$ cat config.mk
export PLATFORM = sky130hd
export DESIGN_NAME = ex_mem_reg
export DESIGN_NICKNAME = d
export VERILOG_FILES = /design/src/rtl/ex_mem_reg.sv
export SDC_FILE = /design/constraint.sdc
export NUM_CORES = 1
export LEC_CHECK = 0
export BUFFER_PORTS_ARGS = -buffer_cell sky130_fd_sc_hd__buf_2
export CAP_MARGIN = 20
export CORE_MARGIN = 1.5
export CORE_UTILIZATION = 35
export CTS_BUF_LIST = sky130_fd_sc_hd__clkbuf_16
export CTS_CLUSTER_DIAMETER = 50
export DETAILED_ROUTE_END_ITERATION = 10
export SETUP_SLACK_MARGIN = 0.5
export SYNTH_ARGS = -nofsm -noshare
export SYNTH_HDL_FRONTEND = slang
export SYNTH_SLANG_ARGS = --single-unit
$ cat constraint.sdc
create_clock -name clk -period 3.8 [get_ports clk]
set_input_delay 0.57 -clock clk [delete_from_list [all_inputs] [get_ports clk]]
set_output_delay 0.57 -clock clk [all_outputs]
set_load 0.1 [all_outputs]
$ cat src/rtl/ex_mem_reg.sv
// EX/MEM pipeline register for the 16-bit 5-stage core: captures execute results and
// memory/writeback control, with stall, flush, sticky dump-halt and a retired-instruction counter.
module ex_mem_reg (
  input  logic        clk,
  input  logic        rst,
  input  logic [15:0] AluResIn,
  input  logic [15:0] RtIn,
  input  logic [2:0]  RdAddrIn,
  input  logic        RegWriteIn,
  input  logic        DMemWriteIn,
  input  logic        DMemEnIn,
  input  logic        MemToRegIn,
  input  logic        DMemDumpIn,
  input  logic        ValidIn,
  input  logic        Stall,
  input  logic        Flush,
  output logic [15:0] AluRes,
  output logic [15:0] RtOut,
  output logic [2:0]  RdAddrOut,
  output logic        RegWriteOut,
  output logic        DMemWriteOut,
  output logic        DMemEnOut,
  output logic        MemToRegOut,
  output logic        DMemDumpOut,
  output logic        ValidOut,
  output logic        FwdEn,
  output logic [2:0]  FwdAddr,
  output logic [15:0] FwdData,
  output logic        LoadPending,
  output logic        Halted,
  output logic [15:0] InstrCount
);

  logic [15:0] alu_res_q, alu_res_d;
  logic [15:0] rt_q, rt_d;
  logic [2:0]  rd_addr_q, rd_addr_d;
  logic        reg_write_q, reg_write_d;
  logic        dmem_write_q, dmem_write_d;
  logic        dmem_en_q, dmem_en_d;
  logic        mem_to_reg_q, mem_to_reg_d;
  logic        dmem_dump_q, dmem_dump_d;
  logic        valid_q, valid_d;
  logic        halted_q, halted_d;
  logic [15:0] instr_count_q, instr_count_d;

  // Stall outranks Flush so an older stalled instruction is never killed.
  always_comb begin
    alu_res_d     = alu_res_q;
    rt_d          = rt_q;
    rd_addr_d     = rd_addr_q;
    reg_write_d   = reg_write_q;
    dmem_write_d  = dmem_write_q;
    dmem_en_d     = dmem_en_q;
    mem_to_reg_d  = mem_to_reg_q;
    dmem_dump_d   = dmem_dump_q;
    valid_d       = valid_q;
    halted_d      = halted_q;
    instr_count_d = instr_count_q;
    if (!Stall) begin
      if (Flush || halted_q) begin
        // Bubble: data fields keep their previous (don't-care) values.
        valid_d      = 1'b0;
        reg_write_d  = 1'b0;
        dmem_write_d = 1'b0;
        dmem_en_d    = 1'b0;
        mem_to_reg_d = 1'b0;
        dmem_dump_d  = 1'b0;
      end else begin
        alu_res_d    = AluResIn;
        rt_d         = RtIn;
        rd_addr_d    = RdAddrIn;
        valid_d      = ValidIn;
        reg_write_d  = RegWriteIn  & ValidIn;
        dmem_write_d = DMemWriteIn & ValidIn;
        dmem_en_d    = DMemEnIn    & ValidIn;
        mem_to_reg_d = MemToRegIn  & ValidIn;
        dmem_dump_d  = DMemDumpIn  & ValidIn;
        if (ValidIn && DMemDumpIn) begin
          halted_d = 1'b1;
        end
        if (ValidIn && (instr_count_q != 16'hFFFF)) begin
          instr_count_d = instr_count_q + 16'd1;
        end
      end
    end
  end

  always_ff @(posedge clk or negedge rst) begin
    if (!rst) begin
      alu_res_q     <= 16'd0;
      rt_q          <= 16'd0;
      rd_addr_q     <= 3'd0;
      reg_write_q   <= 1'b0;
      dmem_write_q  <= 1'b0;
      dmem_en_q     <= 1'b0;
      mem_to_reg_q  <= 1'b0;
      dmem_dump_q   <= 1'b0;
      valid_q       <= 1'b0;
      halted_q      <= 1'b0;
      instr_count_q <= 16'd0;
    end else begin
      alu_res_q     <= alu_res_d;
      rt_q          <= rt_d;
      rd_addr_q     <= rd_addr_d;
      reg_write_q   <= reg_write_d;
      dmem_write_q  <= dmem_write_d;
      dmem_en_q     <= dmem_en_d;
      mem_to_reg_q  <= mem_to_reg_d;
      dmem_dump_q   <= dmem_dump_d;
      valid_q       <= valid_d;
      halted_q      <= halted_d;
      instr_count_q <= instr_count_d;
    end
  end

  assign AluRes       = alu_res_q;
  assign RtOut        = rt_q;
  assign RdAddrOut    = rd_addr_q;
  assign RegWriteOut  = reg_write_q;
  assign DMemWriteOut = dmem_write_q;
  assign DMemEnOut    = dmem_en_q;
  assign MemToRegOut  = mem_to_reg_q;
  assign DMemDumpOut  = dmem_dump_q;
  assign ValidOut     = valid_q;
  assign Halted       = halted_q;
  assign InstrCount   = instr_count_q;

  // Hazard-unit outputs depend only on registered state.
  assign FwdEn       = valid_q & reg_write_q & ~mem_to_reg_q;
  assign FwdAddr     = rd_addr_q;
  assign FwdData     = alu_res_q;
  assign LoadPending = valid_q & reg_write_q & mem_to_reg_q;

endmodule

# == Word level (Yosys, flattened, before mapping) ==
# Index checks and enable logic that the tools add are counted.
# totals
regBits,58
# classes
add_sub_neg,1
n_eq_ne,1
muxes,6
bitwise_logic,11
reduce_logical,6
# ops
cell,count
"16-bit by 1-bit adder with 16-bit output, second input constant",1
"16-bit != test, second input constant",1
1-bit bitwise AND,8
1-bit two-way mux,6
3-bit AND reduction,2
1-bit NOT,3
1-bit logical AND,2
2-bit AND reduction,1
1-bit logical OR,1

# == Logic depth before layout (Yosys ltp) ==
# logic_depth
word_depth,3
ltp_mapped,6
ltp_nobuf,5

# == Least setup slack after synthesis ==
# No wires, ideal clock.
# synth_path
path_type,register to output
start,register valid_q (netlist: ValidOut)
end,output port FwdEn
arrival_time_ns,2.322
required_time_ns,3.230
setup_slack_ns,0.908
stages_incl_launch_ff,3
path_cell_list,dfrtp_1 -> nand2_1 -> nor2_1
# synth_between
elab_chain_cells,2
# synth_rtl
item,line_no,text
from (decl),42,"logic valid_q, valid_d;"
from (signal assigned),110,valid_q <= valid_d;
1-bit bitwise AND (2 in a row),129,assign FwdEn = valid_q & reg_write_q & ~mem_to_reg_q;
to (decl),26,"output logic FwdEn,"
# No other way between the ends.

# == Worst setup path after layout ==
# layout_path
start,register halted_q (netlist: Halted)
end,register instr_count_q[1] (netlist: InstrCount[1])
# layout_between
elab_chain_cells,3
# layout_rtl
item,line_no,text
from (decl),43,"logic halted_q, halted_d;"
from (signal assigned),111,halted_q <= halted_d;
1-bit logical OR,60,if (Flush || halted_q) begin
1-bit NOT (no source line),-,
3-bit AND reduction (no source line),-,
to (signal assigned),112,instr_count_q <= instr_count_d;
to (decl),44,"logic [15:0] instr_count_q, instr_count_d;"
# No other way between the ends.
# A chain may end at the register's enable or synchronous reset.

==> results.md <==
- Leading area contributor after synthesis: dfrtp_1
- Placed Area: 3120 sq um
- Met1 Use GR: 0.175
- Synth top area share: 0.571
- Remaining global-route overflow: 0
- RSZ-0062 raised after global routing: false
- Top cells by area, synth: dfrtp_1, mux2_2, buf_4
- Iter 0 DRT Violations: 50
- Met2 GRT Util: 0.214
- Area Overhead vs Synth: 33.8%
- Fin. Hold Viols: 0
- Post-Synthesis Cells: 186
- Cell variety after synth: 29
- FMAX: ~0.46 GHz
- Crit-path max FO: 17
- Sum Neg Setup Slack: 0 ns
- Num CTS Buffers: 9
- CP Data Required Time: approximately 4 ns
- Drt wl/cell: approximately 13 um
- Vias in the first global route: approximately 1600
- H-Tree Level Count: 3
- MaxCap Viol Count: 0
- TritonCTS clock tree: done
- Antenna cells: 0
- Final Util: 0.492
- Cell chain of the critical path: nor3_4 -> nand2_2 -> nor2_1 -> mux2_2
- Finished Cell Area: around 3400 sq um
- Share of post-route cells with drive strength above 1: 0.609
- Drt drc: 0
- Via-to-Cell Ratio: ~4.6
- Leading cell type in the layout, fill and taps excluded: buf_2
- Worst skew pair latency: approximately 0.31 ns
- Register Area: 1450 sq um
- GR Util All Layers: 0.139
- CP peak stage delay: 0.72 ns
- Root Driver: clkbuf_16
- Detailed Routing Iterations Pass 1: 4
- # port buffers: 123
- CTS-repair resized insts: 0
- Multi-input gate area: 911 sq um
- Core area: slightly below 7000 sq um
- DIE WIDTH: roughly 88 um
- Worst Tran Pin Value: between 0.8 and 0.9 ns
- Most frequent cells in the layout: buf_2, dfrtp_1, mux2_2, xor2_1, clkbuf_16
- Syn Area/Cell: around 14 sq um
- I/O pin count: between 100 and 150
- Die height: 88.2 um
- DP Cell Count: about 380
- WS Path Type: reg -> reg
- Antenna violations before repair: 0
- Post-Synthesis Net Count: roughly 230
- Non-filler cells, final: around 400
- DP HPWL: 3.95 mm
- Largest net degree at the start of global routing: 32
- Final Skew: approximately 0.0046 ns
- Bufs on Longest Clock Path: 2
- CTS hold repair buffers: 0
- Clk slew on worst S/H paths: approximately 0.05 ns
- Most used routing layer: met2
- Final number of setup-violating endpoints: 0
- Filler cell count: 680
- Global-route wire length before repair: between 8 and 9 mm
- M3 GR Usage: 0.0424
- Starting Density: 0.368
- # clock sinks: slightly below 60
- Slew HR: 0.452
- Total wire length: around 5.2 mm
- CP endpoint kind: flip-flop
- Seq/Total Area, Yosys: 0.571
- Tcrit/Tclk final: 0.570
- Final slew viol count: 0
- Min cycle time layout: around 2.2 ns
- Fin nets: ~350
- Die area: about 7800 sq um
- Antenna viol nets, final: 0
- YS warnings: 0
- Status: complete, no violations
- Worst min path class: in -> async
- Worst Path Arrival: 2.36 ns
- Type of origin of the critical path: flip-flop
- FP Rows: 30
- Vias: ~1800
- RePlAce Congestion: between 0.7 and 0.8
- Synthesized area: between 2000 and 3000 sq um
- Post-synthesis register bit count: 58
- Buffer count from post-CTS setup fixing: 0
- Slowest cell on the critical path: nor3_4
[Yosys cell counts (all sizes together)]
master	count
mux2	36
nand4	4
nor3b	1
nand3	5
or2	1
nor3	9
o211ai	1
xnor2	1
a22o	5
a21o	1
xor2	14
inv	1
nor4	2
ha	1
and2	1
nor4b	3
and3	3
buf	24
nor2	4
nand2	9
dfrtp	58
and4	2
[layer usage]
metal	up-vias	wire, um
met5	-	0
li1	866	-
met2	94	2390
met1	861	2260
met3	8	515
met4	0	65
[worst max-delay path, delay by kind of cell, from the launching register on]
kind / cells / cell delay (ns)
and+or+nand+nor: 3 / 1.24
muxes: 1 / 0.35
DFF: 1 / 0.45
[final cells by class]
| type | instances | area share |
|---|---|---|
| multi-input cells | 103 | 0.268 |
| flip-flops and latches | 58 | 0.427 |
| inverters | 1 | 0.00110 |
| repair buffers | 126 | 0.188 |
| clock buffers | 9 | 0.0663 |
| clock inverters | 5 | 0.0144 |
| well taps | 96 | 0.0353 |
[metrics by stage]
stage,worst slack [ns],hold slack [ns]
2_1_floorplan,0.908,0.274
3_3_place_gp,1.42,0.485
3_5_place_dp,1.38,0.483
4_1_cts,1.60,0.277
5_1_grt,1.48,0.315
6_report,1.63,0.262
[flip-flops by register name, indices dropped and copies added, names as in the netlist]
name / flops
FwdAddr: 3
RtOut: 16
MemToRegOut: 1
Halted: 1
ValidOut: 1
RegWriteOut: 1
AluRes: 16
DMemEnOut: 1
DMemWriteOut: 1
DMemDumpOut: 1
InstrCount: 16
[path summary, 6_finish.rpt]
kind                                start              to  slack (ns)  cells past startpoint
setup / recovery                   Halted   InstrCount[1]        1.63                      4
min in group clk               RegWriteIn     RegWriteOut        0.47                      2
hold / removal                        rst       AluRes[2]        0.26                      1
max in group asynchronous             rst      AluRes[14]        2.68                      2
setup reg to reg                   Halted   InstrCount[1]        1.63                      4
hold reg to reg            InstrCount[15]  InstrCount[15]        0.49                      1
[cell families after synthesis]
kind of cell / after synthesis / share of synthesized area
mux: 36 / 0.160
buf+inv: 25 / 0.0700
compound gates: 7 / 0.0236
simple gates: 44 / 0.119
flops: 58 / 0.571
xor+xnor: 15 / 0.0517
fa+ha+maj: 1 / 0.00493
Power is left out: the tool's default activity adds up to more than one toggle a clock period on the data nets, which glitch-free logic cannot reach.
